`src/rtl/usb_ep_scheduler.sv`:
```
`default_nettype none
// ============================================================================
// Module      : usb_ep_scheduler
// Description : Per-token endpoint arbitration for EP0 pass-through, EP1 IN and
//               EP2 OUT; drives handshake, data toggle and FIFO checkpoints.
// Revision    : 1.0 - initial release
// ============================================================================
module usb_ep_scheduler #(
  parameter int MAX_PKT = 64
) (
  input  logic       clk,
  input  logic       rst,
  input  logic       usb_rst,
  input  logic       transaction_active,
  input  logic [3:0] endpoint,
  input  logic       direction_in,
  input  logic       setup,
  input  logic       data_strobe,
  input  logic       success,
  input  logic [7:0] data_out,
  output logic [1:0] handshake,
  output logic       data_toggle,
  output logic [7:0] data_in,
  output logic       data_in_valid,
  input  logic       ep0_toggle,
  input  logic [7:0] ep1_data,
  input  logic       ep1_empty,
  output logic       ep1_rd_en,
  output logic       ep1_commit,
  output logic       ep1_abort,
  output logic       ep2_wr_en,
  output logic [7:0] ep2_wr_data,
  input  logic [6:0] ep2_space,
  output logic       ep2_commit,
  output logic       ep2_abort,
  input  logic       ep1_halt,
  input  logic       ep2_halt,
  input  logic [1:0] clr_toggle
);

  localparam logic [2:0] S_IDLE   = 3'd0;
  localparam logic [2:0] S_DECIDE = 3'd1;
  localparam logic [2:0] S_IN     = 3'd2;
  localparam logic [2:0] S_OUT    = 3'd3;
  localparam logic [2:0] S_PASS   = 3'd4;
  localparam logic [2:0] S_FINISH = 3'd5;

  localparam logic [1:0] HS_ACK   = 2'b00;
  localparam logic [1:0] HS_NONE  = 2'b01;
  localparam logic [1:0] HS_NAK   = 2'b10;
  localparam logic [1:0] HS_STALL = 2'b11;

  localparam logic [6:0] MAX_PKT_C = 7'(MAX_PKT);

  logic [2:0] state_q, state_d;
  logic       ta_q;
  logic [6:0] count_q, count_d;
  logic       ovf_q, ovf_d;
  logic [1:0] hs_q, hs_d;
  logic       dtog_q, dtog_d;
  logic [1:0] tog_q, tog_d;
  logic       is_out_q, is_out_d;
  logic       succ_q, succ_d;

  logic       ta_rise;
  logic       run;
  logic       fin_ok;
  logic [1:0] dec_hs;
  logic [2:0] dec_next;
  logic       dec_tog;

  assign ta_rise = transaction_active && !ta_q;
  // Bus reset and core reset both suppress every strobe except the bus-reset abort.
  assign run     = rst && !usb_rst;
  assign fin_ok  = succ_q && !ovf_q;

  always_comb begin
    dec_hs   = HS_NONE;
    dec_next = S_PASS;
    dec_tog  = 1'b0;
    if (endpoint == 4'd0) begin
      dec_hs  = HS_NONE;
      dec_tog = ep0_toggle;
    end else if (endpoint == 4'd1) begin
      dec_tog = tog_q[0];
      if (!direction_in || setup || ep1_halt) begin
        dec_hs = HS_STALL;
      end else if (ep1_empty) begin
        dec_hs = HS_NAK;
      end else begin
        dec_hs   = HS_ACK;
        dec_next = S_IN;
      end
    end else if (endpoint == 4'd2) begin
      dec_tog = tog_q[1];
      if (direction_in || setup || ep2_halt) begin
        dec_hs = HS_STALL;
      end else if (ep2_space < MAX_PKT_C) begin
        dec_hs = HS_NAK;
      end else begin
        dec_hs   = HS_ACK;
        dec_next = S_OUT;
      end
    end else begin
      dec_hs = HS_STALL;
    end
  end

  // FSM: state register
  always_ff @(posedge clk) begin
    if (!rst || usb_rst) begin
      state_q <= S_IDLE;
    end else begin
      state_q <= state_d;
    end
  end

  // FSM: next state
  always_comb begin
    state_d = state_q;
    case (state_q)
      S_IDLE:   if (ta_rise) state_d = S_DECIDE;
      S_DECIDE: state_d = dec_next;
      S_IN:     if (!transaction_active) state_d = S_FINISH;
      S_OUT:    if (!transaction_active) state_d = S_FINISH;
      S_PASS:   if (!transaction_active) state_d = S_IDLE;
      S_FINISH: state_d = S_IDLE;
      default:  state_d = S_IDLE;
    endcase
  end

  // FSM: outputs
  always_comb begin
    handshake     = hs_q;
    data_toggle   = dtog_q;
    data_in       = (state_q == S_IN) ? ep1_data : 8'h00;
    data_in_valid = run && (state_q == S_IN) && !ep1_empty && (count_q < MAX_PKT_C);
    ep1_rd_en     = data_in_valid && data_strobe;
    ep2_wr_en     = run && (state_q == S_OUT) && data_strobe && (count_q < MAX_PKT_C);
    ep2_wr_data   = ep2_wr_en ? data_out : 8'h00;
    ep1_commit    = run && (state_q == S_FINISH) && !is_out_q && fin_ok;
    ep2_commit    = run && (state_q == S_FINISH) &&  is_out_q && fin_ok;
    ep1_abort     = (run && (state_q == S_FINISH) && !is_out_q && !fin_ok) ||
                    (rst && usb_rst && (state_q == S_IN));
    ep2_abort     = (run && (state_q == S_FINISH) &&  is_out_q && !fin_ok) ||
                    (rst && usb_rst && (state_q == S_OUT));
  end

  always_comb begin
    count_d  = count_q;
    ovf_d    = ovf_q;
    hs_d     = hs_q;
    dtog_d   = dtog_q;
    is_out_d = is_out_q;
    succ_d   = succ_q;
    if ((state_q == S_IDLE) && ta_rise) begin
      count_d = 7'd0;
      ovf_d   = 1'b0;
    end
    if (state_q == S_DECIDE) begin
      hs_d     = dec_hs;
      dtog_d   = dec_tog;
      is_out_d = (dec_next == S_OUT);
    end
    if (ep1_rd_en || ep2_wr_en) begin
      count_d = count_q + 7'd1;
    end
    if ((state_q == S_OUT) && data_strobe && (count_q >= MAX_PKT_C)) begin
      ovf_d = 1'b1;
    end
    if (((state_q == S_IN) || (state_q == S_OUT)) && !transaction_active) begin
      succ_d = success;
    end
    // A clear request wins over a same-cycle commit flip.
    tog_d = (tog_q ^ {ep2_commit, ep1_commit}) & ~clr_toggle;
  end

  always_ff @(posedge clk) begin
    if (!rst || usb_rst) begin
      ta_q     <= 1'b0;
      count_q  <= 7'd0;
      ovf_q    <= 1'b0;
      hs_q     <= HS_NONE;
      dtog_q   <= 1'b0;
      tog_q    <= 2'b00;
      is_out_q <= 1'b0;
      succ_q   <= 1'b0;
    end else begin
      ta_q     <= transaction_active;
      count_q  <= count_d;
      ovf_q    <= ovf_d;
      hs_q     <= hs_d;
      dtog_q   <= dtog_d;
      tog_q    <= tog_d;
      is_out_q <= is_out_d;
      succ_q   <= succ_d;
    end
  end

endmodule
`default_nettype wire
```
`config.mk`:
```
export PLATFORM = sky130hd
export DESIGN_NAME = usb_ep_scheduler
export DESIGN_NICKNAME = d
export VERILOG_FILES = /design/src/rtl/usb_ep_scheduler.sv
export SDC_FILE = /design/constraint.sdc
export NUM_CORES = 1
export LEC_CHECK = 0
export CORE_MARGIN = 1.5
export CORE_UTILIZATION = 34
export CTS_CLUSTER_SIZE = 12
export DETAILED_ROUTE_END_ITERATION = 16
export PLACE_DENSITY_LB_ADDON = 0.12
export SKIP_LAST_GASP = 1
export SLEW_MARGIN = 20
export SYNTH_ARGS = -nofsm -noshare
export SYNTH_HDL_FRONTEND = slang
export SYNTH_SLANG_ARGS = --single-unit
```
`constraint.sdc`:
```
create_clock -name clk -period 1.6 [get_ports clk]
set_input_delay 0.32 -clock clk [delete_from_list [all_inputs] [get_ports clk]]
set_output_delay 0.32 -clock clk [all_outputs]
set_load 0.03 [all_outputs]
```
# Word-level counts from Yosys, hierarchy flattened
# Index checks and enable logic that the tools add are counted.
[classes]
n_eq_ne = 11
n_reduce_logical = 48
n_bitwise = 3
order_cmp = 3
addsub = 1
muxes = 27
[ops]
columns = ["op", "n"]
rows = [
  ["$mux 3", 10],
  ["$logic_and 1x1->1", 24],
  ["$mux 8", 2],
  ["$lt 7x7->1 const B", 2],
  ["$mux 2", 7],
  ["$mux 7", 2],
  ["$pmux 3 s4", 1],
  ["$eq 3x2->1 const B", 3],
  ["$logic_not 1->1", 9],
  ["$logic_or 1x1->1", 9],
  ["$add 7x1->7 const B", 1],
  ["$ge 7x7->1 const B", 1],
  ["$eq 3x3->1 const B", 2],
  ["$ne 2x2->1 const B", 3],
  ["$mux 1", 5],
  ["$eq 4x1->1 const B", 1],
  ["$eq 4x2->1 const B", 1],
  ["$logic_not 4->1", 1],
  ["$reduce_bool 2->1", 2],
  ["$eq 3x1->1 const B", 1],
  ["$logic_not 3->1", 1],
  ["$reduce_and 3->1", 1],
  ["$and 2x2->2", 1],
  ["$not 2->2", 1],
  ["other kinds (2)", 2],
]
[totals]
ff_bits = 19

# Longest topological paths before layout
# Gate-level depths: netlist of run 1.
[depth]
ltp_word = 8
mapped_depth = 6
ltp_nobuf = 5

# Least setup slack after synthesis of run 1
# No wires, ideal clock.
[synth_timing]
kind = "flip-flop to output port"
from = "register state_q[1]"
to = "output port ep1_rd_en"
slack_ps = -1082
stages_incl_launch_ff = 6
n_path_buf = 1
required_time_ps = 1280
t_arrival_ps = 2362
path_cell_list = "dfxtp_1 > buf_2 > nand2b_1 > nor2_1 > nor4b_1 > and2_1"
[synth_via]
elab_chain_len = 5
[synth_lines]
columns = ["element", "line_no", "rtl"]
rows = [
  ["start, declared", "55", "logic [2:0] state_q, state_d;"],
  ["start signal, assigned", "114", "state_q <= state_d;"],
  ["$eq 3x2->1", "137", "data_in_valid = run && (state_q == S_IN) && !ep1_empty && (count_q < MAX_PKT_C);"],
  ["$logic_and 1x1->1 (3 in a row)", "137", ""],
  ["named net data_in_valid", "24", "output logic data_in_valid,"],
  ["$logic_and 1x1->1", "138", "ep1_rd_en = data_in_valid && data_strobe;"],
  ["end, declared", "28", "output logic ep1_rd_en,"],
]
# The timed path passes the listed nets, and every way through them passes these cells.

# Final worst setup path of run 1
[layout_timing]
from = "register state_q[1]"
to = "output port ep2_wr_data[6]"
[layout_via]
elab_chain_len = 5
[layout_lines]
columns = ["element", "line_no", "rtl"]
rows = [
  ["$eq 3x2->1", "139", "ep2_wr_en = run && (state_q == S_OUT) && data_strobe && (count_q < MAX_PKT_C);"],
  ["$logic_and 1x1->1 (3 in a row)", "139", ""],
  ["$mux 8", "140", "ep2_wr_data = ep2_wr_en ? data_out : 8'h00;"],
  ["end, declared", "32", "output logic [7:0] ep2_wr_data,"],
]
# No other way between the ends.

==> run_results.csv, run 1 <==
group,metric,value,unit
clock_network,ctsHtreeMaxLevel,1,
worst_setup_path,cp_num_buf_inv,2,
floorplanning,design.core.area,3360,µm²
floorplanning,die_w,62.4,µm
placement,placed_area,2040,µm²
clock_network,cts.sinks,19,
drt,vias_per_cell,5.10,
clock_network,tritoncts,"done",
power,p_int,0.000739,W
sta,finalSetupViolations,24,
sta,maxSlewHeadroom,77.4,%
sta,max_freq,0.532,GHz
clock_network,clk_pin_slew,0.12,ns
layout,n_fill_cell,294,
layout,final_cell_mix,"buf_4 (32), buf_6 (26), clkdlybuf4s50_1 (26)",
global_route,antenna_found_initial,0,
sta,finalHoldViolCount,0,
sta,grt_setup_unrepaired,"true",
status,status,"finished, violations left",
global_route,grt_max_degree,15,
synthesis,netlist_instances,149,
power,irDropWorstVdd,333,µV
placement,finalWeightedCongestion,0.783,
global_route,grt_pass1_vias,1459,
synthesis,syn_area,1200,µm²
sta,worst_pin_slew,0.335,ns
sta,drv_slew,0,
layout,design_area,2330,µm²
drt,ant_nets,0,
worst_setup_path,crit_top_cell,"buf_6",
worst_setup_path,critPathTopFamily,"simple AND/OR/NAND/NOR gates",
floorplanning,die_h,62.4,µm
synthesis,synthTopCellsByArea,"dfxtp_1 (32%), and2_1 (9.4%), a21oi_1 (4.2%), nand2_1 (3.4%), nand3_1 (2.9%)",
floorplanning,pin_count,67,
layout,drive_above_1_share,43.4,%
worst_setup_path,worst_ep_arrival_time,1.56,ns
synthesis,synthArstFlopShare,0,%
worst_setup_path,start_kind,"flop",
synthesis,ys_types,44,
layout,final_common_cell,"buf_4",
job,cap_violations,0,
layout,final_cell_count_no_fill,288,
status,violations,"setup timing",
drt,drtIter0Drc,43,
worst_setup_path,crit_chain,"nor2b_4 -> nand3_2 -> nor3_4 -> buf_6 -> and2_4 -> buf_6",
clock_network,cts_buffers,3,
worst_setup_path,cp-end-kind,"primary output",
floorplanning,dieArea,3900,µm²
global_route,gr-total-overflow,0,
drt,drc,0,
sta,fin_ws,-0.280,ns
floorplanning,start_util,35.7,%
synthesis,synth_top_cell_by_area,"dfxtp_1",
drt,wl_per_cell,13.7,µm
placement,place_inst,276,
power,p_per_area,436,nW/µm²
power,swShare,27.2,%
placement,place_hpwl,2850,µm
layout,synthToLayoutAreaGrowth,93.9,%
global_route,grt_pass1_wl,6340,µm
drt,wl,3950,µm
synthesis,synth-edff-count,0,
worst_setup_path,critical-path-max-stage-delay,0.38,ns
sta,fin_crit_sh,118,%
clock_network,clkLatencyLatePin,0.30,ns
synthesis,synth_nets,191,
power,seqPwrFrac,47.5,%
sta,fin_crit,1.88,ns
power,p_comb_share,28.3,%
worst_setup_path,worstSetupPathType,"flop to primary output",
synthesis,yosysSeqAreaShare,31.7,%
drt,firstDrtPassIters,4,
global_route,grt_util_all_layers,19.8,%
min_path,hp-class,"flop to flop",
synthesis,avgSynthCellArea,8.06,µm²
drt,via_count,1469,
synthesis,ys_seq_elements,19,
power,leakagePower,1.01,nW
placement,port_buffers,60,
synthesis,yosysWarnings,0,
worst_setup_path,worstPathRequired,1.28,ns
synthesis,synthFlopType,"dfxtp_1",
layout,fin_util,69.2,%
power,power.switching,0.000276,W
worst_setup_path,slowest_stage,"dfxtp_4",
sta,skew,0.00849,ns
layout,diodes,0,
synthesis,synth_top_area_share,31.7,%
worst_setup_path,cp_max_fo,6,
power,p_clk_share,24.3,%
clock_network,root_buffer,"clkbuf_4",
clock_network,clockBufferDepth,2,
layout,layout.nets,285,
floorplanning,core.rowCount,21,
[cells in the mapped netlist (all sizes together), types with 4 or more instances]
cell     n
a21oi   10
and2    18
dfxtp   19
nand2   11
nand2b   4
nand3    7
nor2     8
nor2b    5
nor3     7
o21ai    6
[per-layer routing]
layer  GRT usage [%]  wire length, µm  vias to the layer above
met5               0                0                        -
met4            7.78               72                        0
met3            5.59              350                        8
met2            35.6             1970                       62
met1            21.8             1560                      668
li1                -                -                      731
[state kept, by name (all words and copies together) (netlist names)]
register     count
count_q          7
ta_q             1
state_q          3
ovf_q            1
tog_q            2
handshake        2
succ_q           1
is_out_q         1
data_toggle      1
[through the flow]
stage	worst slack [ns]	total power, W	hold WS (ns)	TNS [ns]
6_report	-0.280	0.00102	0.470	-4.53
3_5_place_dp	-0.469	0.000746	0.458	-10.58
3_3_place_gp	-0.406	0.000742	0.456	-9.37
2_1_floorplan	-0.201	0.000588	0.398	-2.11
5_1_grt	-0.385	0.00108	0.503	-6.66
4_1_cts	-0.279	0.00101	0.478	-4.80
[logic make-up after synthesis]
kind of cell / after synthesis / synth area share, %
buffers and inverters: 9 / 3.65
xor gates and xnor gates: 2 / 1.46
AOI/OAI and AO/OA: 31 / 17.1
adders and majority gates: 1 / 1.04
and+or+nand+nor: 84 / 42.5
DFF: 19 / 31.7
muxes: 3 / 2.60
[layout make-up]
type,count,area (µm²),share of cell area [%]
inverters,3,11.3,0.484
clock inverters,1,5.00,0.215
repair buffers,95,901,38.7
flip-flops and latches,19,389,16.7
multi-input cells,121,942,40.5
well taps,46,57.6,2.47
clock buffers,3,22.5,0.967
[power groups by stage]
stage	clock (W)	sequential, W	combinational, W
CTS	0.000255	0.000484	0.000271
floorplan	0	0.000495	0.0000933
global placement	0	0.000495	0.000248
detailed placement	0	0.000495	0.000251
finish	0.000246	0.000482	0.000287
global route	0.000290	0.000483	0.000305
[timing repair]
action,in CTS,in global routing
endpoints found under the setup margin,31,29
setup buffers,5,2
hold buffers,0,0
gates resized for setup,41,22
pin swaps,13,4
endpoints found under the hold margin,0,0
cloned,1,0
[final timing paths]
check                from              to  slack (ns)  cells after the start
max            state_q[1]  ep2_wr_data[6]       -0.28                      6
min          handshake[1]    handshake[1]        0.47                      2
max reg2reg    state_q[0]      count_q[2]       -0.02                      4
min reg2reg  handshake[1]    handshake[1]        0.47                      2
[worst reg2reg max path, stage by stage (launching register included)]
cell and delay (ns):
dfxtp_4 0.38, nand2b_4 0.14, or4_4 0.44, and3_4 0.23, a221o_1 0.33
Power figures use the tool's default switching activity.
==> run 2, diff against run 1 <==
- CTS_BUF_LIST: not set -> sky130_fd_sc_hd__clkbuf_16
==> run 2 against run 1 <==
Non-clock buffer count is the same. The run still ends with setup timing left. Sequential share of layout area shrank 0.38 points. Critical path depth is the same. Wire length grew 5.1%.
==> run_results.csv, run 2 (synthesized netlist as in run 1, its figures left out) <==
group,metric,value,unit
layout,largest-register,"count_q",
layout,reg_top3,"count_q: 7 flops, state_q: 3 flops",
power,seqPwrFrac,37.5,%
worst_setup_path,start_kind,"flop",
clock_network,root_buffer,"clkbuf_16",
global_route,grt_pass1_wl,6570,µm
worst_setup_path,worst_ep_arrival_time,1.48,ns
clock_network,ctsHtreeMaxLevel,1,
drt,vias_per_cell,5.31,
sta,maxSlewHeadroom,75.9,%
clock_network,cts_buffers,3,
min_path,min_from,"handshake[1]",
sta,fin_ws,-0.204,ns
sta,fin_crit_sh,113,%
sta,skew,0.00212,ns
floorplanning,start_util,35.7,%
drt,wl,4160,µm
worst_setup_path,cp_max_fo,6,
floorplanning,dieArea,3900,µm²
placement,placed_area,2040,µm²
global_route,antenna_found_initial,0,
global_route,grt_pass1_vias,1471,
floorplanning,pin_count,67,
power,p_clk_share,40.1,%
floorplanning,die_w,62.4,µm
drt,drtIter0Drc,29,
clock_network,clockBufferDepth,2,
layout,design_area,2380,µm²
worst_setup_path,timing.rr.start,"state_q[0]",
sta,finalHoldViolCount,0,
worst_setup_path,worstSetupPathType,"flop to primary output",
global_route,grt_max_degree,15,
sta,finalSetupViolations,23,
placement,finalWeightedCongestion,0.783,
sta,fin_crit,1.80,ns
power,irDropWorstVdd,359,µV
power,p_comb_share,22.4,%
sta,fin_hold_ws,0.465,ns
layout,fin_util,70.8,%
status,status,"finished, violations left",
sta,max_freq,0.554,GHz
clock_network,tritoncts,"done",
power,leakagePower,1.03,nW
layout,largest_reg_flops,7,
sta,worst_pin_slew,0.357,ns
layout,layout.nets,285,
layout,synthToLayoutAreaGrowth,98.3,%
clock_network,clk_pin_slew,0.06,ns
global_route,gr-total-overflow,0,
drt,firstDrtPassIters,4,
floorplanning,die_h,62.4,µm
drt,wl_per_cell,14.4,µm
power,finalPower,0.00129,W
power,p_int,0.000980,W
global_route,grt_util_all_layers,20.7,%
layout,final_common_cell,"buf_4",
floorplanning,core.rowCount,21,
worst_setup_path,worstPathRequired,1.28,ns
drt,drc,0,
drt,via_count,1528,
layout,final_cell_mix,"buf_4 (32), buf_6 (26), clkdlybuf4s50_1 (25)",
layout,drive_above_1_share,43.4,%
status,violations,"setup timing",
layout,n_fill_cell,283,
layout,diodes,0,
drt,ant_nets,0,
floorplanning,design.core.area,3360,µm²
clock_network,cts.sinks,19,
worst_setup_path,cp-end-kind,"primary output",
sta,grt_setup_unrepaired,"true",
power,swShare,24.0,%
power,power.switching,0.000309,W
placement,place_hpwl,2850,µm
min_path,hp-class,"flop to flop",
job,cap_violations,0,
worst_setup_path,crit_start,"state_q[1]",
placement,port_buffers,60,
clock_network,clkLatencyLatePin,0.25,ns
sta,tns,-3.04,ns
sta,drv_slew,0,
power,p_per_area,541,nW/µm²
run 2: cell types whose count changed in the layout (fill, tap and decap cells not counted), sizes merged:
cell / change
clkdlybuf4s50: -1
dlygate4sd2: +1
run 2: routing by layer:
metal / routed length [µm] / global-route usage (%) / up-vias
li1: - / - / 734
met1: 1600 / 21.9 / 714
met2: 2110 / 38.3 / 72
met3: 370 / 6.13 / 8
met4: 72 / 8.06 / 0
met5: 0 / 0 / -
run 2: area by class of cell:
cell class / instances / area (µm²) / share of cell area, %
Multi-Input combinational cell: 121 / 945 / 39.7
Timing Repair Buffer: 95 / 900 / 37.8
Sequential cell: 19 / 389 / 16.3
Clock buffer: 3 / 75.1 / 3.15
Tap cell: 46 / 57.6 / 2.42
Inverter: 3 / 11.3 / 0.473
Clock inverter: 1 / 5.00 / 0.210
run 2: timing repair:
item	CTS	global route
hold buffers	0	0
buffers inserted	5	2
setup endpoints to repair	34	30
resized for setup	43	21
endpoints found under the hold margin	0	0
cloned	1	0
pin swaps	13	7
run 2: metrics by stage:
| stage | instances | worst slack, ns |
|---|---|---|
| floorplan | 149 | -0.201 |
| global placement | 276 | -0.406 |
| detailed placement | 276 | -0.469 |
| CTS | 286 | -0.207 |
| global route | 288 | -0.297 |
| finish | 288 | -0.204 |
run 2: power groups by stage:
| stage | Sequential [W] | Clock, W | Combinational [W] |
|---|---|---|---|
| final | 0.000483 | 0.000517 | 0.000288 |
| after global routing | 0.000483 | 0.000560 | 0.000306 |
| after CTS | 0.000485 | 0.000524 | 0.000272 |
| after detailed placement | 0.000495 | 0 | 0.000251 |
| after global placement | 0.000495 | 0 | 0.000248 |
| after floorplan | 0.000495 | 0 | 0.0000933 |
run 2: worst max-delay path: stages (launching register included):
cell,delay [ns]
dfxtp_4,0.36
nor2b_4,0.15
nand3_2,0.11
nor3_4,0.21
buf_6,0.14
and2_4,0.13
buf_6,0.12
run 2: worst paths after layout:
kind | end | slack (ns) | cells after the start
setup / recovery | ep2_wr_data[6] | -0.20 | 6
hold / removal | handshake[1] | 0.47 | 2
setup reg to reg | count_q[2] | -0.01 | 4
hold reg to reg | handshake[1] | 0.47 | 2
